[src/rtl/table_tile_renderer_pkg.sv]
// Shared constants, state encoding and glyph helpers
// for the poker table tile renderer.
package table_tile_renderer_pkg;

  localparam logic [7:0] GLYPH_RANK_BASE  = 8'h40;
  localparam logic [7:0] GLYPH_SUIT_BASE  = 8'h50;
  localparam logic [7:0] GLYPH_DIGIT_BASE = 8'h30;
  localparam logic [7:0] GLYPH_BLANK      = 8'h20;
  localparam logic [7:0] GLYPH_GAME_OVER  = 8'h7F;

  localparam int CARD_BASE    = 0;
  localparam int POT_BASE     = 18;
  localparam int P1_BANK_BASE = 21;
  localparam int P2_BANK_BASE = 24;
  localparam int STATUS_ADDR  = 27;

  typedef enum logic [2:0] {
    ST_IDLE,
    ST_ARM,
    ST_SNAP,
    ST_CONVERT,
    ST_WRITE,
    ST_DONE
  } state_t;

  function automatic logic [7:0] card_glyph(
    input logic [5:0] card,
    input logic       is_suit
  );
    if (card[3:0] == 4'd0 || card[3:0] > 4'd13)
      return GLYPH_BLANK;
    else if (is_suit)
      return GLYPH_SUIT_BASE + {6'b0, card[5:4]};
    else
      return GLYPH_RANK_BASE + {4'b0, card[3:0]};
  endfunction

  // pos 0 = hundreds, 1 = tens, 2 = ones
  function automatic logic [7:0] digit_glyph(
    input logic [11:0] bcd,
    input logic [1:0]  pos
  );
    logic [3:0] n;
    case (pos)
      2'd0:    n = bcd[11:8];
      2'd1:    n = bcd[7:4];
      default: n = bcd[3:0];
    endcase
    return GLYPH_DIGIT_BASE + {4'b0, n};
  endfunction

endpackage

[src/rtl/table_tile_renderer_bin_to_bcd8.sv]
// Sequential double-dabble: 8-bit binary to 3-digit BCD,
// one start cycle then eight shift cycles.
module bin_to_bcd8
  import table_tile_renderer_pkg::*;
(
  input  logic        clk,
  input  logic        i_rst_n,
  input  logic        i_start,
  input  logic [7:0]  i_bin,
  output logic        o_done,
  output logic [11:0] o_bcd
);

  logic [7:0]  r_bin;
  logic [11:0] r_bcd;
  logic [2:0]  r_cnt;
  logic        r_busy;
  logic [11:0] w_adj;
  logic [11:0] w_next;

  function automatic logic [3:0] adj(input logic [3:0] n);
    return (n >= 4'd5) ? n + 4'd3 : n;
  endfunction

  assign w_adj  = {adj(r_bcd[11:8]),
                   adj(r_bcd[7:4]),
                   adj(r_bcd[3:0])};
  assign w_next = {w_adj[10:0], r_bin[7]};

  // Result is presented during the final shift cycle
  assign o_done = r_busy && (r_cnt == 3'd7) && !i_start;
  assign o_bcd  = w_next;

  always_ff @(posedge clk or negedge i_rst_n) begin
    if (!i_rst_n) begin
      r_bin  <= '0;
      r_bcd  <= '0;
      r_cnt  <= '0;
      r_busy <= 1'b0;
    end else if (i_start) begin
      r_bin  <= i_bin;
      r_bcd  <= '0;
      r_cnt  <= '0;
      r_busy <= 1'b1;
    end else if (r_busy) begin
      r_bin  <= {r_bin[6:0], 1'b0};
      r_bcd  <= w_next;
      r_cnt  <= r_cnt + 3'd1;
      if (r_cnt == 3'd7)
        r_busy <= 1'b0;
    end
  end

endmodule

[src/rtl/table_tile_renderer.sv]
// Snapshots table state on change and streams 28 glyph
// tiles to the VGA tile RAM, then flags the screen done.
module table_tile_renderer
  import table_tile_renderer_pkg::*;
#(
  parameter int TILE_AW = 6,
  parameter int GLYPH_W = 8
) (
  input  logic               clk,
  input  logic               rst,
  input  logic               change,
  input  logic [5:0]         P1C1,
  input  logic [5:0]         P1C2,
  input  logic [5:0]         P2C1,
  input  logic [5:0]         P2C2,
  input  logic [17:0]        flop,
  input  logic [5:0]         turn,
  input  logic [5:0]         river,
  input  logic [7:0]         pot,
  input  logic [7:0]         p1_bank,
  input  logic [7:0]         p2_bank,
  input  logic               game_over,
  output logic               wr_en,
  output logic [TILE_AW-1:0] wr_addr,
  output logic [GLYPH_W-1:0] wr_data,
  input  logic               wr_ready,
  output logic               done_draw_screen
);

  state_t r_state, w_next;

  logic [8:0][5:0]     r_card;
  logic [2:0][7:0]     r_money;
  logic [2:0][11:0]    r_bcd;
  logic                r_go;
  logic                r_done;
  logic                r_need_start;
  logic [1:0]          r_cidx;
  logic [TILE_AW-1:0]  r_addr;

  logic        w_start;
  logic        w_cdone;
  logic [11:0] w_bcd;
  logic [7:0]  w_conv_in;
  logic        w_acc;
  logic        w_last;
  logic [7:0]  w_glyph;
  logic        w_is_card;
  logic        w_is_pot;
  logic        w_is_p1;
  logic        w_is_p2;
  logic        w_is_stat;

  assign wr_en   = (r_state == ST_WRITE);
  assign wr_addr = wr_en ? r_addr : '0;
  assign wr_data = wr_en ? GLYPH_W'(w_glyph) : '0;
  assign done_draw_screen = r_done;

  assign w_acc   = wr_en && wr_ready;
  assign w_last  = (r_addr == TILE_AW'(STATUS_ADDR));
  assign w_start = (r_state == ST_CONVERT) && r_need_start;

  always_comb begin
    case (r_cidx)
      2'd0:    w_conv_in = r_money[0];
      2'd1:    w_conv_in = r_money[1];
      default: w_conv_in = r_money[2];
    endcase
  end

  bin_to_bcd8 u_bcd (
    .clk     (clk),
    .i_rst_n (rst),
    .i_start (w_start),
    .i_bin   (w_conv_in),
    .o_done  (w_cdone),
    .o_bcd   (w_bcd)
  );

  assign w_is_card = r_addr < TILE_AW'(POT_BASE);
  assign w_is_pot  = !w_is_card &&
                     r_addr < TILE_AW'(P1_BANK_BASE);
  assign w_is_p1   = r_addr >= TILE_AW'(P1_BANK_BASE) &&
                     r_addr < TILE_AW'(P2_BANK_BASE);
  assign w_is_p2   = r_addr >= TILE_AW'(P2_BANK_BASE) &&
                     r_addr < TILE_AW'(STATUS_ADDR);
  assign w_is_stat = w_last;

  always_comb begin
    w_glyph = GLYPH_BLANK;
    unique case (1'b1)
      w_is_card:
        w_glyph = card_glyph(r_card[r_addr[4:1]],
                             r_addr[0]);
      w_is_pot:
        w_glyph = digit_glyph(r_bcd[0],
          2'(r_addr - TILE_AW'(POT_BASE)));
      w_is_p1:
        w_glyph = digit_glyph(r_bcd[1],
          2'(r_addr - TILE_AW'(P1_BANK_BASE)));
      w_is_p2:
        w_glyph = digit_glyph(r_bcd[2],
          2'(r_addr - TILE_AW'(P2_BANK_BASE)));
      w_is_stat:
        w_glyph = r_go ? GLYPH_GAME_OVER : GLYPH_BLANK;
      default:
        w_glyph = GLYPH_BLANK;
    endcase
  end

  always_comb begin
    w_next = r_state;
    unique case (r_state)
      ST_IDLE:    w_next = ST_IDLE;
      ST_ARM:     w_next = ST_SNAP;
      ST_SNAP:    w_next = ST_CONVERT;
      ST_CONVERT:
        if (w_cdone && r_cidx == 2'd2)
          w_next = ST_WRITE;
      ST_WRITE:
        if (w_acc && w_last)
          w_next = ST_DONE;
      ST_DONE:    w_next = ST_IDLE;
      default:    w_next = ST_IDLE;
    endcase
    // A new change always restarts the pass
    if (change)
      w_next = ST_ARM;
  end

  always_ff @(posedge clk or negedge rst) begin
    if (!rst)
      r_state <= ST_IDLE;
    else
      r_state <= w_next;
  end

  always_ff @(posedge clk or negedge rst) begin
    if (!rst) begin
      r_card       <= '0;
      r_money      <= '0;
      r_bcd        <= '0;
      r_go         <= 1'b0;
      r_done       <= 1'b0;
      r_need_start <= 1'b0;
      r_cidx       <= '0;
      r_addr       <= '0;
    end else begin
      case (r_state)
        ST_SNAP: begin
          r_card <= {river, turn, flop[17:12],
                     flop[11:6], flop[5:0],
                     P2C2, P2C1, P1C2, P1C1};
          r_money      <= {p2_bank, p1_bank, pot};
          r_go         <= game_over;
          r_done       <= 1'b0;
          r_addr       <= '0;
          r_cidx       <= '0;
          r_need_start <= 1'b1;
        end
        ST_CONVERT: begin
          if (w_start)
            r_need_start <= 1'b0;
          if (w_cdone) begin
            r_bcd[r_cidx] <= w_bcd;
            if (r_cidx != 2'd2) begin
              r_cidx       <= r_cidx + 2'd1;
              r_need_start <= 1'b1;
            end
          end
        end
        ST_WRITE: begin
          if (w_acc && !w_last)
            r_addr <= r_addr + 1'b1;
          if (w_acc && w_last && !change)
            r_done <= 1'b1;
        end
        default: ;
      endcase
    end
  end

endmodule

[config.mk]
export PLATFORM = sky130hd
export DESIGN_NAME = table_tile_renderer
export DESIGN_NICKNAME = d
export VERILOG_FILES = /design/src/rtl/table_tile_renderer_pkg.sv /design/src/rtl/table_tile_renderer_bin_to_bcd8.sv /design/src/rtl/table_tile_renderer.sv
export SDC_FILE = /design/constraint.sdc
export NUM_CORES = 1
export LEC_CHECK = 0
export ABC_AREA = 1
export CAP_MARGIN = 20
export CORE_MARGIN = 10
export CORE_UTILIZATION = 50
export DETAILED_ROUTE_END_ITERATION = 16
export PLACE_DENSITY = 0.73
export SYNTH_ARGS = -nofsm -noshare
export SYNTH_HDL_FRONTEND = slang
export SYNTH_SLANG_ARGS = --single-unit
[constraint.sdc]
create_clock -name clk -period 2.96 [get_ports clk]
set_input_delay 0.592 -clock clk [delete_from_list [all_inputs] [get_ports clk]]
set_output_delay 0.592 -clock clk [all_outputs]
set_load 0.05 [all_outputs]
* After elaboration in Yosys (flattened, before gate mapping)
Index checks and enable logic that the tools add are counted.
** Word-level totals
- Bits in registers :: 152
- Input port bits :: 83
- Output and inout port bits :: 16
- Logic and storage cells :: 145
** Cells by class
- $add $sub $neg :: 14
- Order comparisons :: 13
- Equality and inequality tests :: 18
- Multiplexer cells :: 45
- Reduce and logical (&&, ||, !) cells :: 30
** Operators by type and width (number)
- 8-bit 2-to-1 mux :: 5
- 8-bit case mux with 5 select lines :: 1
- 36-bit bitwise mux :: 1
- 12-bit 2-to-1 mux :: 3
- 6-bit binary-select mux with 4-bit select :: 1
- 12-bit demux with 2-bit select :: 1
- 6-bit by 5-bit less-than comparator with 1-bit output, second input constant :: 4
- 4-bit case mux with 2 select lines :: 3
- 6-bit by 4-bit adder with 7-bit output, first input constant :: 3
- 4-bit 2-to-1 mux :: 5
- 3-bit 2-to-1 mux :: 6
- 6-bit 2-to-1 mux :: 3
- 8-bit case mux with 2 select lines :: 1
- 4-bit by 3-bit greater-or-equal comparator with 1-bit output, second input constant :: 3
- 6-bit by 5-bit greater-or-equal comparator with 1-bit output, second input constant :: 2
- 1-bit logical AND :: 12
- 3-bit case mux with 4 select lines :: 1
- 6-bit case mux with 2 select lines :: 1
- 4-bit by 2-bit adder with 4-bit output, second input constant :: 2
- 7-bit by 2-bit adder with 8-bit output, first input constant :: 1
- 7-bit by 4-bit adder with 8-bit output, first input constant :: 1
- 2-bit by 1-bit == test with 1-bit output, second input constant :: 4
- 2-bit logical NOT :: 4
- 2-bit AND reduction :: 4
- other kinds (28) :: 48

* Longest topological paths before layout
Gate-level depths: netlist of the first run.
- Word-level depth :: 8
- Mapped depth :: 14
- Depth with buffers taken out :: 12

* Cells and area by module
A second synthesis of the first run with hierarchy kept.
** Unflattened totals
- Cells, all modules :: 978
- Area total of the unflattened synthesis :: 7614.8 sq um
** Modules (own cells, without submodules)
- table_tile_renderer :: instances 1, cells an instance 806, area each 6216.0 sq um
- bin_to_bcd8 :: instances 1, cells an instance 172, area each 1398.8 sq um

* Worst setup path before layout of the first run
OpenSTA, ideal clock, no wires.
- Path kind :: flip-flop to output port
- Start :: register r_addr[1]
- End :: output wr_data[2]
- Arrival :: 2.576 ns
- Slack :: -0.208 ns
- Stages on the path, launching flop included :: 12
- Buffers on the path :: 3
- Cell sequence :: dfrtp_1 buf_6 inv_4 buf_4 buf_2 ha_1 inv_1 a21oi_2 o21ai_0 a31oi_1 nor3_1 a21oi_1
** Between the ends
- Cells in the longest elaborated chain, start to end :: 7
- Elaborated cells on any way between the ends :: 40
- Those cells by class :: add/sub (8); order compare (7); eq/ne (4); mux (12); reduce/logical (9)
** Ends and longest elaborated chain
- from (decl) :: line table_tile_renderer.sv:39 : logic [TILE_AW-1:0] r_addr;
- from (signal assigned) :: line table_tile_renderer.sv:174 : r_addr <= r_addr + 1'b1;
- 6-bit binary-select mux with 4-bit select (tied with other cells) :: line table_tile_renderer.sv:93 : w_glyph = card_glyph(r_card[r_addr[4:1]],
- 6-bit 2-to-1 mux (implied by the code) (tied with other cells) :: line table_tile_renderer.sv:93
- 7-bit by 4-bit adder with 8-bit output (tied with other cells) :: line table_tile_renderer_pkg.sv:35 : return GLYPH_RANK_BASE + {4'b0, card[3:0]};
- 8-bit 2-to-1 mux (tied with other cells) :: line table_tile_renderer_pkg.sv:32 : else if (is_suit)
- 8-bit 2-to-1 mux / 6-bit by 4-bit adder with 7-bit output (equally long branches) :: line table_tile_renderer_pkg.sv:30, table_tile_renderer_pkg.sv:49
- 8-bit case mux with 5 select lines (*) :: line table_tile_renderer.sv:91 : unique case (1'b1)
- 8-bit 2-to-1 mux (*) :: line table_tile_renderer.sv:56 : assign wr_data = wr_en ? GLYPH_W'(w_glyph) : '0;
- to (decl) :: line table_tile_renderer.sv:25 : output logic [GLYPH_W-1:0] wr_data,
Every way passes the cells marked *; elsewhere a longest branch is shown, timed or not. The select of a mux whose other input is x is not followed.

* Final worst setup path of the first run
- Start :: register r_addr[1]
- End :: output wr_data[0]
The elaborated chain is that of the path after synthesis.

==> results of run 1 <==
## layout make-up
class | instances | area (sq um) | share of cell area [%]
sequential | 152 | 3810 | 39.5
multi-input combinational | 623 | 3290 | 34.2
timing repair buffer | 113 | 1230 | 12.8
clock buffer | 20 | 467 | 4.85
inverter | 122 | 465 | 4.83
tap | 184 | 230 | 2.39
clock inverter | 12 | 140 | 1.46
## state kept, by name, summed over array words and instances (netlist names)
register          flops
done_draw_screen      1
r_addr                6
r_bcd                36
r_card               54
r_cidx                2
r_go                  1
r_money              24
r_need_start          1
r_state               3
u_bcd.r_bcd          12
u_bcd.r_bin           8
u_bcd.r_busy          1
u_bcd.r_cnt           3
## power breakdown
| group | internal (mW) | total [mW] | leakage (nW) | switching [mW] |
|---|---|---|---|---|
| combinational | 1.06 | 3.03 | 2.28 | 1.96 |
| clock | 1.32 | 2.21 | 0.295 | 0.889 |
| sequential | 2.85 | 3.25 | 1.95 | 0.399 |
## synth_stat cells (3+ instances only)
cell type	number	area share, %
a21oi_1	16	1.1
a221o_1	4	0.53
a22o_1	3	0.35
a31oi_1	9	0.75
buf_2	14	0.93
buf_4	7	0.70
clkbuf_1	12	0.60
dfrtp_1	152	50
ha_1	17	2.8
inv_1	107	5.3
inv_2	12	0.60
nand2_1	307	15
nand2_2	5	0.41
nand2_4	3	0.45
nand3_1	38	2.5
nand4_1	7	0.58
nor2_1	36	1.8
nor2_2	9	0.75
nor2_4	5	0.75
nor3_1	9	0.60
o211ai_1	3	0.30
o21a_1	17	1.7
o21ai_0	65	4.3
o21ai_1	29	1.9
o22ai_1	22	1.8
xor2_1	5	0.58
## path summary, 6_finish.rpt
check	startpoint	end	slack [ns]	cells after the start
max reg2reg	r_state[0]$_DFFE_PN0P_	r_addr[5]$_DFFE_PN0P_	0.66	10
min in group clk	r_card[16]$_DFFE_PN0P_	r_card[16]$_DFFE_PN0P_	0.47	2
max	r_addr[1]$_DFFE_PN0P_	wr_data[0]	-0.06	11
min reg2reg	r_card[16]$_DFFE_PN0P_	r_card[16]$_DFFE_PN0P_	0.47	2
min	rst	r_card[24]$_DFFE_PN0P_	0.06	1
max in group asynchronous	rst	r_addr[2]$_DFFE_PN0P_	2.13	2
## logic make-up (layout without fill, tap and decap cells)
kind of cell               count (synthesis)  in the layout  synth area share [%]
and+or+nand+nor                          424            424                  23.8
AOI/OAI and AO/OA                        173            173                  13.4
buffers and inverters                    156            267                  8.48
DFF                                      152            152                  50.4
adders and majority gates                 17             17                  2.82
xor gates and xnor gates                   5              5                 0.581
muxes                                      3              3                 0.431
other                                      1              1                0.0497
## repair_timing
action	CTS	global route
buffers inserted	0	5
hold endpoints to repair	0	0
pin swaps	0	32
setup endpoints to repair	7	7
cloned	0	2
gates resized for setup	11	51
## layer usage
layer  track usage, %  vias to the layer above  share of wire, %
li1                 -                     3178                 -
met1             25.6                     3032                47
met2             28.8                      218                46
met3             5.07                       19               6.2
met4             5.16                        2              0.93
met5                0                        -             0.073
## metrics by stage
step                power (mW)  utilization [%]  worst slack [ns]
floorplan                 5.27                -           0.00307
global placement          6.05             59.5             0.338
detailed placement        6.14             59.5             0.303
CTS                       8.38             63.8          0.000982
global route              9.09             65.8            -0.132
finish                    8.49             65.8           -0.0594
## critical path, delay by kind of cell (launching register included)
family / cells / cell delay, ns
and+or+nand+nor: 6 / 0.62
DFF: 1 / 0.47
AOI/OAI and AO/OA: 2 / 0.45
buffers and inverters: 3 / 0.47
==> impl_metrics.csv, run 1 <==
group,metric,value,unit
timing,grt_setup_unrepaired,"true",
floorplanning,initial_core_util,51.5,%
flow_run,cap_violations,0,
synthesis,synthesis.instances,931,
clocking,clkLatencyLatePin,0.43,ns
drt,wl,19.2,mm
setup_path,crit_slowest_cell,"dfrtp_2",
finish,antenna-diode-count,0,
floorplanning,die_area,0.0204,sq mm
synthesis,netlist_area,0.00754,sq mm
finish,stdcell_count,1226,
synthesis,synth_nets,1031,
pwr,vdd_drop_max,0.461,mV
floorplanning,fp-row-count,44,
setup_path,crit_type,"flip-flop to output port",
setup_path,path_max_fanout,7,
clocking,cts_tree,"built",
global_routing,grt_max_degree,124,
floorplanning,ioPinCount,99,
setup_path,arrival,2.43,ns
timing,fmax,331,MHz
global_routing,antenna_found_initial,1,
global_routing,grt_first_pass_wirelength,30.8,mm
global_routing,track_usage,18.7,%
timing,tightest_slew,0.741,ns
pwr,cellPowerDensity,881,mW/mm^2
finish,final_common_cell,"nand2_1",
place,dp_cells,1187,
timing,final.setup.worst_slack,-0.0594,ns
synthesis,ys_ff_latch,152,
synthesis,synth_enable_flop_cells,0,
finish,layout_common_cells,"nand2_1 (288), dfrtp_1 (148), inv_1 (104)",
timing,fin_tns_setup,-0.0753,ns
clocking,clock_sinks,152,
clocking,clock_path_buffers,2,
clocking,htreeDepth,4,
floorplanning,fp.dieW,143,um
drt,drt_iter0_drc,480,
floorplanning,die_h,143,um
timing,setup_viol,4,
finish,final_area,0.00963,sq mm
synthesis,netlist-cell-type-count,42,
hold_path,hold_path_class,"input pin to async pin",
finish,nFillCells,1211,
place,placed_area,0.00872,sq mm
clocking,ctsHoldBuffers,0,
setup_path,cpMostUsedCell,"nand2_2",
setup_path,critPathLaunchType,"flip-flop",
synthesis,ys.warnings.count,0,
clocking,cts_buffers,17,
timing,skew,0.00929,ns
clocking,root_buffer,"clkbuf_16",
drt,ant_nets,0,
timing,relSlewSlack,50.5,%
setup_path,path_cells,"clkinv_4, clkbuf_16, nand2_2, nand3_2, nand2_2, o21ai_2, nand2_2, nand3_4, nand4_1, a21oi_2, buf_12",
clocking,clk_pin_slew,0.06,ns
finish,fin_nets,1129,
drt,first_pass_iters,5,
place,place_congestion,0.884,
setup_path,max_stage_delay,0.47,ns
timing,final.min_clock_period,3.02,ns
floorplanning,core_region_area,0.0146,sq mm
place,numPortBuffers,97,
finish,drive_gt1_share,14.8,%
global_routing,first_global_vias,6133,
timing,finalCritPeriodShare,102,%
finish,synthToLayoutAreaGrowth,27.7,%
global_routing,grt.overflow.total,0,
synthesis,avgSynthCellArea,8.10,sq um
drt,vias,6449,
run_status,status,"finished with violations",
drt,wl_per_cell,15.6,um
timing,slew_viol_final,0,
synthesis,synth_ff_type,"dfrtp_1",
drt,drc,0,
setup_path,required,2.37,ns
pwr,cellLeakagePower,4.52,nW
drt,avgViaCountPerCell,5.26,
run_status,violations,"setup timing",
setup_path,cp-end-kind,"output port",
place,dp_hpwl,13.6,mm
timing,worst_hold_slack,0.0601,ns
timing,hold_violations,0,
synthesis,seq_area_frac_synth,50.4,%
synthesis,async_flop_share,100,%
Power figures use the tool's default switching activity.
==> inputs of run 2 (changes only) <==
PLACE_DENSITY = unset   (was 0.73)
PLACE_DENSITY_LB_ADDON = 0.25   (was unset)
==> run 2 against run 1 <==
  * The flow now finishes without violations
  * Routed wire length is 1.1% lower
  * Largest cell class unchanged
  * Cell count is 0.16% higher
  * Critical path depth is 1 lower
  * Global-route usage is 0.74 points higher
==> impl_metrics.csv, run 2 (synthesis gave the netlist of run 1 again) <==
group,metric,value,unit
pwr,cellPowerDensity,892,mW/mm^2
global_routing,grt_max_degree,124,
timing,setup_viol,0,
run_status,status,"finished clean",
timing,finalCritPeriodShare,98.6,%
clocking,clock_path_buffers,2,
floorplanning,ioPinCount,99,
finish,layout_common_cells,"nand2_1 (303), dfrtp_1 (148), inv_1 (103)",
timing,tightest_slew,0.784,ns
floorplanning,initial_core_util,51.5,%
setup_path,cp-end-kind,"output port",
timing,final.min_clock_period,2.92,ns
finish,antenna-diode-count,0,
clocking,cts_buffers,17,
place,place_congestion,0.951,
drt,first_pass_iters,5,
finish,drive_gt1_share,12.6,%
timing,skew,0.00950,ns
clocking,root_buffer,"clkbuf_16",
drt,avgViaCountPerCell,5.23,
place,dp_slack,0.313,ns
drt,vias,6418,
drt,drc,0,
drt,ant_nets,0,
finish,largest-register,"r_card",
setup_path,critPathLaunchType,"flip-flop",
drt,wl_per_cell,15.4,um
place,dp_hpwl,13.9,mm
finish,largest_reg_flops,54,
finish,synthToLayoutAreaGrowth,25.9,%
clocking,clk_pin_slew,0.06,ns
place,numPortBuffers,97,
clocking,clock_sinks,152,
floorplanning,fp-row-count,44,
setup_path,required,2.37,ns
global_routing,grt_first_pass_wirelength,32.0,mm
global_routing,track_usage,19.5,%
flow_run,cap_violations,0,
timing,hold_violations,0,
drt,wl,19.0,mm
timing,slew_viol_final,0,
setup_path,arrival,2.33,ns
timing,worst_hold_slack,0.105,ns
global_routing,antenna_found_initial,0,
global_routing,grt.overflow.total,0,
pwr,vdd_drop_max,0.524,mV
floorplanning,fp.dieW,143,um
finish,fin_nets,1131,
floorplanning,core_region_area,0.0146,sq mm
timing,relSlewSlack,47.6,%
clocking,htreeDepth,4,
timing,final.setup.worst_slack,0.0416,ns
timing,fmax,343,MHz
setup_path,crit_type,"flip-flop to output port",
finish,final_common_cell,"nand2_1",
timing,grt_setup_unrepaired,"true",
setup_path,path_max_fanout,6,
floorplanning,die_area,0.0204,sq mm
finish,largestRegisters,"r_card: 54 flops, r_bcd: 36 flops, r_money: 24 flops",
clocking,clkLatencyLatePin,0.43,ns
pwr,cellLeakagePower,4.51,nW
global_routing,first_global_vias,6391,
drt,drt_iter0_drc,490,
hold_path,hold_path_class,"input pin to async pin",
floorplanning,die_h,143,um
clocking,cts_tree,"built",
-- run 2: timing repair --
| item | 4_1_cts | 5_1_grt |
|---|---|---|
| setup buffers | 2 | 5 |
| hold buffers | 0 | 0 |
| pin swaps | 3 | 9 |
| setup endpoints to repair | 7 | 7 |
| resized for setup | 11 | 21 |
-- run 2: final timing paths --
path	from	to	slack, ns	depth (start not counted)
max	r_addr[3]$_DFFE_PN0P_	wr_data[0]	0.04	10
min reg2reg	r_money[11]$_DFFE_PN0P_	r_money[11]$_DFFE_PN0P_	0.47	2
max in group asynchronous	rst	r_cidx[0]$_DFFE_PN0P_	1.98	2
min in group clk	r_money[11]$_DFFE_PN0P_	r_money[11]$_DFFE_PN0P_	0.47	2
min	rst	r_card[42]$_DFFE_PN0P_	0.11	1
max reg2reg	r_state[0]$_DFFE_PN0P_	r_bcd[0]$_DFFE_PN0P_	0.71	11
-- run 2: layout make-up --
cell class	count	area (sq um)
clock buffers	18	439
clock inverters	14	188
fillers	1261	5150
inverters	122	463
multi-input cells	623	3190
flip-flops and latches	152	3810
well taps	184	230
repair buffers	115	1180
-- run 2: report_power, final --
part | switching (mW) | internal (mW) | total (mW)
registers | 0.406 | 2.85 | 3.26
clock network | 0.915 | 1.37 | 2.29
logic | 1.90 | 1.03 | 2.93
-- run 2: metrics by stage --
step | std cells | TNS, ns | area (sq um) | power [mW] | utilization [%]
4_1_cts | 1223 | 0 | 9390 | 8.48 | 64.1
3_3_place_gp | 1189 | 0 | 8710 | 6.04 | 59.5
3_5_place_dp | 1189 | 0 | 8710 | 6.15 | 59.5
5_1_grt | 1228 | -0.274 | 9500 | 9.13 | 64.8
6_report | 1228 | 0 | 9500 | 8.47 | 64.8
2_1_floorplan | 931 | 0 | 7560 | 5.27 | -
-- run 2: per-layer routing --
metal	wire (um)	GRT usage, %	vias up
li1	-	-	3179
met1	8660	26.4	3019
met2	8710	29.7	190
met3	1210	5.14	30
met4	386	6.62	0
met5	0	0	-
-- run 2: critical path, cell delays in order, from the launching register on --
cell and delay (ns):
dfrtp_2 0.48, nor2_4 0.22, inv_2 0.07, o21ai_1 0.19
nand2_1 0.12, nor2_1 0.10, nand2_1 0.07, nand2_1 0.08
nand4_1 0.13, a21oi_2 0.27, buf_12 0.17
==> inputs of run 3 (changes only) <==
==> constraint.sdc (replaced) <==
create_clock -name clk -period 2.96 [get_ports clk]
set_input_delay 0.296 -clock clk [delete_from_list [all_inputs] [get_ports clk]]
set_output_delay 0.296 -clock clk [all_outputs]
set_load 0.05 [all_outputs]
==> run 3 against run 2 <==
  * Final area is 2.4% lower
  * Highest routed layer unchanged
  * Setup slack better by 0.080 ns
  * First-iteration DRC count is 18% lower
  * Register-to-register slack worse by 0.10 ns
  * Combinational power is 2% lower
  * Sequential share of layout area is 0.93 points higher
==> impl_metrics.csv, run 3 (synthesis gave the netlist of run 1 again) <==
group,metric,value,unit
run_status,status,"finished clean",
hold_path,hold_path_class,"input pin to flip-flop",
setup_path,crit_type,"flip-flop to output port",
timing,skew,0.0118,ns
drt,first_pass_iters,5,
drt,drt_iter0_drc,402,
place,numPortBuffers,97,
place,dp_hpwl,13.7,mm
drt,wl_per_cell,15.3,um
finish,antenna-diode-count,0,
timing,grt_setup_unrepaired,"true",
setup_path,crit_slowest_cell,"dfrtp_1",
drt,wl,18.7,mm
clocking,cts_setup_buffers,0,
setup_path,critPathLaunchType,"flip-flop",
place,place_congestion,0.942,
timing,worst_hold_slack,0.391,ns
setup_path,required,2.66,ns
place,placed_area,0.00873,sq mm
finish,largest-register,"r_card",
timing,tightest_slew,0.679,ns
clocking,clock_path_buffers,2,
clocking,htreeDepth,4,
timing,final.setup.worst_slack,0.121,ns
clocking,clkLatencyLatePin,0.44,ns
global_routing,first_global_vias,6032,
finish,fin_nets,1124,
flow_run,cap_violations,0,
finish,drive_gt1_share,8.79,%
setup_path,path_cells,"inv_4, buf_6, ha_1, inv_1, nand2_1, nor2_1, o21ai_0, nand2_1, nor3_1, a21oi_1, buf_12",
setup_path,cpMostUsedCell,"nand2_1",
clocking,cts_buffers,17,
setup_path,cp-end-kind,"output port",
timing,slew_viol_final,0,
finish,layout_common_cells,"nand2_1 (307), dfrtp_1 (151), inv_1 (106)",
timing,fmax,352,MHz
pwr,cellLeakagePower,4.40,nW
timing,relSlewSlack,54.3,%
global_routing,grt.overflow.total,0,
drt,vias,6250,
timing,setup_viol,0,
global_routing,antenna_found_initial,0,
floorplanning,core_region_area,0.0146,sq mm
global_routing,grt_first_pass_wirelength,30.7,mm
finish,synthToLayoutAreaGrowth,22.9,%
setup_path,cp_num_buf_inv,4,
timing,final.min_clock_period,2.84,ns
finish,final_common_cell,"nand2_1",
pwr,cellPowerDensity,870,mW/mm^2
clocking,root_buffer,"clkbuf_16",
finish,largest_reg_flops,54,
timing,fin_tns_setup,0,ns
setup_path,max_stage_delay,0.42,ns
clocking,clock_sinks,152,
drt,ant_nets,0,
timing,finalCritPeriodShare,95.9,%
finish,largestRegisters,"r_card: 54 flops, r_bcd: 36 flops, r_money: 24 flops",
finish,fin_util,63.3,%
floorplanning,die_h,143,um
timing,hold_violations,0,
floorplanning,ioPinCount,99,
clocking,cts_tree,"built",
floorplanning,initial_core_util,51.5,%
place,dp_cells,1188,
setup_path,arrival,2.54,ns
global_routing,track_usage,19.0,%
floorplanning,fp-row-count,44,
setup_path,cpLargestDelayFamily,"buffers and inverters",
setup_path,path_max_fanout,19,
clocking,clk_pin_slew,0.06,ns
global_routing,grt_max_degree,124,
finish,final_area,0.00927,sq mm
floorplanning,die_area,0.0204,sq mm
pwr,vdd_drop_max,0.534,mV
floorplanning,fp.dieW,143,um
place,dp_slack,0.549,ns
drt,drc,0,
finish,stdcell_count,1219,
pwr,power,8.06,mW
drt,avgViaCountPerCell,5.13,
[run 3: final timing paths]
kind                                         start  slack, ns                       to  cells past startpoint
hold reg to reg            r_money[11]$_DFFE_PN0P_       0.47  r_money[11]$_DFFE_PN0P_                      2
hold / removal                            flop[11]       0.39   r_card[35]$_DFFE_PN0P_                      3
min in group asynchronous                      rst       0.46   r_card[24]$_DFFE_PN0P_                      2
setup reg to reg            r_state[0]$_DFFE_PN0P_       0.61    r_bcd[14]$_DFFE_PN0P_                     12
max in group asynchronous                      rst       1.71  r_money[13]$_DFFE_PN0P_                      3
setup / recovery             r_addr[1]$_DFFE_PN0P_       0.12               wr_data[1]                     11
[run 3: worst register-to-register path: cells and delay by family (launching register included)]
kind | cells | cell delay [ns]
AO/OA/AOI/OAI | 1 | 0.13
buffers and inverters | 3 | 0.56
AND/OR/NAND/NOR | 8 | 1.13
flip-flops | 1 | 0.42
[run 3: report_power, final]
part / leakage [nW] / switching [mW] / internal [mW]
registers: 1.96 / 0.403 / 2.85
clock network: 0.243 / 0.860 / 1.08
logic: 2.20 / 1.86 / 1.01
[run 3: area by class of cell]
type,count,area [sq um]
multi-input combinational,623,3110
clock buffer,19,443
tap,184,230
inverter,122,460
clock inverter,11,78.8
sequential,152,3800
timing repair buffer,108,1150
fill,1266,5370
[run 3: routing by layer]
metal	global-route usage, %	wire length [um]	vias up
li1	-	-	3156
met1	25.1	8720	2903
met2	29.7	8740	171
met3	5.90	1050	20
met4	4.56	184	0
met5	0	0	-
[run 3: timing repair]
| action | 4_1_cts | 5_1_grt |
|---|---|---|
| endpoints found under the setup margin | 0 | 6 |
| hold buffers | 1 | 0 |
| endpoints found under the hold margin | 70 | 0 |
| resized for setup | 0 | 5 |
==> RTL change 1: new RTL, settings of run 1 <==
The parameter `GLYPH_W` goes from 8 to 9.
--- a/src/rtl/table_tile_renderer.sv
+++ b/src/rtl/table_tile_renderer.sv
@@ -5,5 +5,5 @@
 #(
   parameter int TILE_AW = 6,
-  parameter int GLYPH_W = 8
+  parameter int GLYPH_W = 9
 ) (
   input  logic               clk,
Ports: changed (resized wr_data); port bits go from 99 to 100. The function was not compared with the original's and may differ.
==> RTL change 1 against run 1 <==
- final area rose by 0.14%
- sequential cell count unchanged
- synthesized cell count grew 0.11%
- first-iteration DRC count fell by 22%
- wire length grew 4.1%
- power down 0.65%
- register-to-register slack better by 0.07 ns
- synthesized area hardly changed
- largest power group unchanged
- setup slack improved by 0.064 ns
- largest cell class unchanged
- final cell count up 1.1%
- critical endpoint is now wr_data[1]
==> RTL change 1: results (changes against run 1) <==
antenna violations before repair 1 (unchanged); Vias/cell 5.211 (was 5.260); clock skew 0.01344 ns (was 0.009292 ns); Post-Syn Instances 932 (was 931); Cells after DPL 1191 (was 1187); worst-margin pin slew 1.060 ns (was 0.7408 ns); post_cts resized 24 (was 11); first-pass GRT wire length 32.51 mm (was 30.78 mm); Synth Area in Adders 2.817% (was 2.820%); placed cell area 8697 µm² (was 8718 µm²); fill cell total of the finished layout 1213 (was 1211); Fin Hold WS 0.1562 ns (was 0.06012 ns); XOR/XNOR share of the synthesized area 0.5800% (was 0.5806%); fraction of the mapped netlist area in compound gates 13.37% (was 13.39%); clk slew on worst S/H paths 0.07 ns; gpl congestion 0.8949 (was 0.8838); drt first-iter violations 373 (was 480); CP max-delay cell dfrtp_2 (unchanged); CP Data Arrival Time 2.36 ns (was 2.43 ns); layout cell share with drive strength beyond 1 14.79% (was 14.78%); synth warn 0 (unchanged); mux share of post-synthesis cell area 0.4309% (was 0.4313%); CTS H-tree lvls 4 (unchanged); Nets 1142 (was 1129); Worst R2R Start r_state[0]$_DFFE_PN0P_ (unchanged); IR Drop Worst-Case VDD 0.4759 mV (was 0.4609 mV); Worst Path Max Fanout 7 (unchanged); post-CTS setup buffer count 9 (was 0); all-layer global routing usage 19.97% (was 18.75%); IO buf count 97 (unchanged); FF-to-FF path depth 11 (was 10); pre-CTS WS 0.2604 ns (was 0.3034 ns); status finished clean (was finished, violations left); Lkg Pwr 4.569 nW (was 4.523 nW); 1st-pass router iterations 5 (unchanged); r2r endpoint r_bcd[0]$_DFFE_PN0P_ (was r_addr[5]$_DFFE_PN0P_); synth top area cells dfrtp_1, nand2_1, inv_1 (unchanged); pin count of the biggest net entering global routing 124 (unchanged); vias after detailed routing 6456 (was 6449); reg-to-reg setup timing slack 0.73 ns (was 0.66 ns); Hold Crit Class input pin to async pin (unchanged); DP HPWL 14.09 mm (was 13.61 mm); sequential area share after synthesis 50.38% (was 50.43%); post-DR wirelength/cell 16.10 µm (was 15.64 µm); slowest stage delay, CP 0.43 ns (was 0.47 ns); Clock Tree Root clkbuf_16 (unchanged); crit share post-route 99.85% (was 102.0%); largest registers r_card: 54 flops, r_bcd: 36 flops, r_money: 24 flops (unchanged)
## RTL change 1: cell types whose count changed in the layout (fill, tap and decap cells not counted), sizes merged
cell and delta:
buf +12, inv +6, clkbuf -4, bufinv -2, clkdlybuf4s50 +1, clkinvlp -1
conb +1
## RTL change 1: layout make-up
type	count	area, µm²	area share [%]
Multi-Input combinational cell	624	3279	34.00
Sequential cell	152	3809	39.49
Timing Repair Buffer	125	1284	13.31
Clock buffer	17	425.4	4.411
Clock inverter	15	151.4	1.570
Inverter	122	465.4	4.826
Tap cell	184	230.2	2.387
## RTL change 1: per-layer routing
| metal | part of all wire (%) | GRT usage (%) |
|---|---|---|
| met2 | 46 | 31.30 |
| met3 | 6.3 | 6.600 |
| met1 | 46 | 25.91 |
| met5 | 0 | 0 |
| met4 | 1.5 | 5.537 |
## RTL change 1: worst max path at each step
stage / startpoint / to / depth (start not counted)
floorplan: r_addr[1]$_DFFE_PN0P_ / wr_data[4] / 9
global placement: r_addr[1]$_DFFE_PN0P_ / wr_data[5] / 13
detailed placement: r_addr[1]$_DFFE_PN0P_ / wr_data[5] / 13
CTS: r_addr[1]$_DFFE_PN0P_ / wr_data[6] / 13
global route: r_addr[1]$_DFFE_PN0P_ / wr_data[6] / 15
finish: r_addr[1]$_DFFE_PN0P_ / wr_data[1] / 13
## RTL change 1: where the power goes
group,internal (mW),switching [mW],total [mW]
logic,1.09,1.97,3.06
clock network,1.12,0.990,2.11
registers,2.85,0.409,3.26
## RTL change 1: cell families (layout without fill, tap and decap cells)
family,after synthesis,count (layout)
XOR/XNOR,5,5
buffers and inverters,157,279
AO/OA/AOI/OAI,173,173
multiplexers,3,3
adder cells (fa/ha/maj),17,17
flip-flops,152,152
other,1,2
AND/OR/NAND/NOR,424,424
==> RTL change 2: new RTL, settings of run 1 <==
Without the edit above. Reset style: synchronous (`i_rst_n` and `rst`), changed in 3 clocked blocks.
--- a/src/rtl/table_tile_renderer_bin_to_bcd8.sv
+++ b/src/rtl/table_tile_renderer_bin_to_bcd8.sv
@@ -32,5 +32,5 @@
   assign o_bcd  = w_next;
 
-  always_ff @(posedge clk or negedge i_rst_n) begin
+  always_ff @(posedge clk) begin
     if (!i_rst_n) begin
       r_bin  <= '0;
--- a/src/rtl/table_tile_renderer.sv
+++ b/src/rtl/table_tile_renderer.sv
@@ -129,5 +129,5 @@
   end
 
-  always_ff @(posedge clk or negedge rst) begin
+  always_ff @(posedge clk) begin
     if (!rst)
       r_state <= ST_IDLE;
@@ -136,5 +136,5 @@
   end
 
-  always_ff @(posedge clk or negedge rst) begin
+  always_ff @(posedge clk) begin
     if (!rst) begin
       r_card       <= '0;
Behaviour: no difference found for any inputs over 10 cycles, from zero or initial values and one cycle with rst low; that may be too few to reach the edited logic, so the function may still have changed.
==> RTL change 2 against run 1 <==
- synthesized cell count increased by 6.7%
- final cell count increased by 3.5%
- setup slack improved by 0.15 ns
- synthesized area decreased by 6.2%
- non-clock buffer count decreased by 1
- final area decreased by 6.2%
- wire length decreased by 1.0%
- sequential cell count unchanged
- utilization decreased by 0.67 points
Power is not compared: it rests on default switching activity, and its combinational part moved more than twofold at a synthesized area within 25%.
==> RTL change 2: results (changes against run 1) <==
Top Layer Used met4 (was met5); synth top area cells dfxtp_1, o21ai_0, a21oi_1 (was dfrtp_1, nand2_1, inv_1); Async SR Flop Fraction 0% (was 100.0%); routed wl met3 1.043 mm (was 1.186 mm); drt first-iter violations 477 (was 480); top post-synthesis cells by count dfxtp_1, o21ai_0, inv_1 (was nand2_1, dfrtp_1, inv_1); slowest stage delay, CP 0.38 ns (was 0.47 ns); pre-CTS WS 0.3094 ns (was 0.3034 ns); worst skew pair latency 0.43 ns (about the same); vias in the first global route 6306 (was 6133); clock skew 0.009453 ns (was 0.009292 ns); fill cell total of the finished layout 1240 (was 1211); first-pass GRT wire length 30.42 mm (was 30.78 mm); gpl congestion 0.8792 (was 0.8838); all-layer global routing usage 18.83% (was 18.75%); pin count of the biggest net entering global routing 123 (was 124); status finished clean (was finished, violations left); placed cell area 8198 µm² (was 8718 µm²); fraction of the mapped netlist area in compound gates 24.98% (was 13.39%); 1st-pass router iterations 6 (was 5); Worst Path Max Fanout 10 (was 7); met2 usage 30.43% (was 28.81%); synth unique cells 37 (was 42); Synth Area in Adders 3.006% (was 2.820%); Vias/cell 5.240 (was 5.260); Final Routed Wirelength 18.97 mm (was 19.17 mm); GR Layer Usage met3 4.829% (was 5.075%); mux share of post-synthesis cell area 0% (was 0.4313%); sequential area share after synthesis 43.00% (was 50.43%); layout cell share with drive strength beyond 1 11.94% (was 14.78%); post-layout util 65.09% (was 65.76%); syn avg cell area 7.127 µm² (was 8.101 µm²); post-DR wirelength/cell 14.95 µm (was 15.64 µm); Mapped Nets 1093 (was 1031); Hold Crit Class register to register (was input pin to async pin); met2 wire len 9.018 mm (was 8.863 mm); Global Route met1 Usage 22.97% (was 25.55%); CP Data Arrival Time 2.28 ns (was 2.43 ns); worst-margin pin slew 0.7257 ns (was 0.7408 ns)
[RTL change 2: cell count changes in the layout (fill, tap and decap cells not counted), sizes merged, moves of 36 or more]
| cell | run 1 | this run |
|---|---|---|
| dfxtp | 0 | 152 |
| inv | 122 | 158 |
| nor2 | 50 | 107 |
| nand2 | 315 | 134 |
| o21ai | 94 | 154 |
| a21oi | 17 | 141 |
| dfrtp | 152 | 0 |
[RTL change 2: timing repair]
action / 4_1_cts / 5_1_grt
pin swaps: 2 / 16
buffers inserted: 0 / 4
resized for setup: 10 / 47
gates cloned: 0 / 1
endpoints found under the setup margin: 7 / 7
hold endpoints to repair: 0 / 0
[RTL change 2: final timing paths]
check | startpoint | end | slack (ns) | cells past startpoint
setup / recovery | r_addr[1]$_SDFFE_PN0P_ | wr_data[6] | 0.09 | 13
hold / removal | r_bcd[29]$_SDFFE_PN0P_ | r_bcd[29]$_SDFFE_PN0P_ | 0.45 | 2
setup reg to reg | r_state[2]$_SDFFE_PP0P_ | r_addr[4]$_SDFFE_PN0P_ | 0.75 | 11
hold reg to reg | r_bcd[29]$_SDFFE_PN0P_ | r_bcd[29]$_SDFFE_PN0P_ | 0.45 | 2
[RTL change 2: cell type report]
type | instances | share of cell area, %
clock buffers | 18 | 4.861
clock inverters | 14 | 1.786
flip-flops and latches | 152 | 33.86
well taps | 180 | 2.493
multi-input cells | 637 | 37.04
inverters | 156 | 6.661
repair buffers | 112 | 13.29
[RTL change 2: power by group]
group | total, mW | internal [mW] | leakage, nW | switching, mW
clock | 2.19 | 1.29 | 0.295 | 0.904
combinational | 0.372 | 0.178 | 2.11 | 0.194
sequential | 2.11 | 2.10 | 1.23 | 0.0188
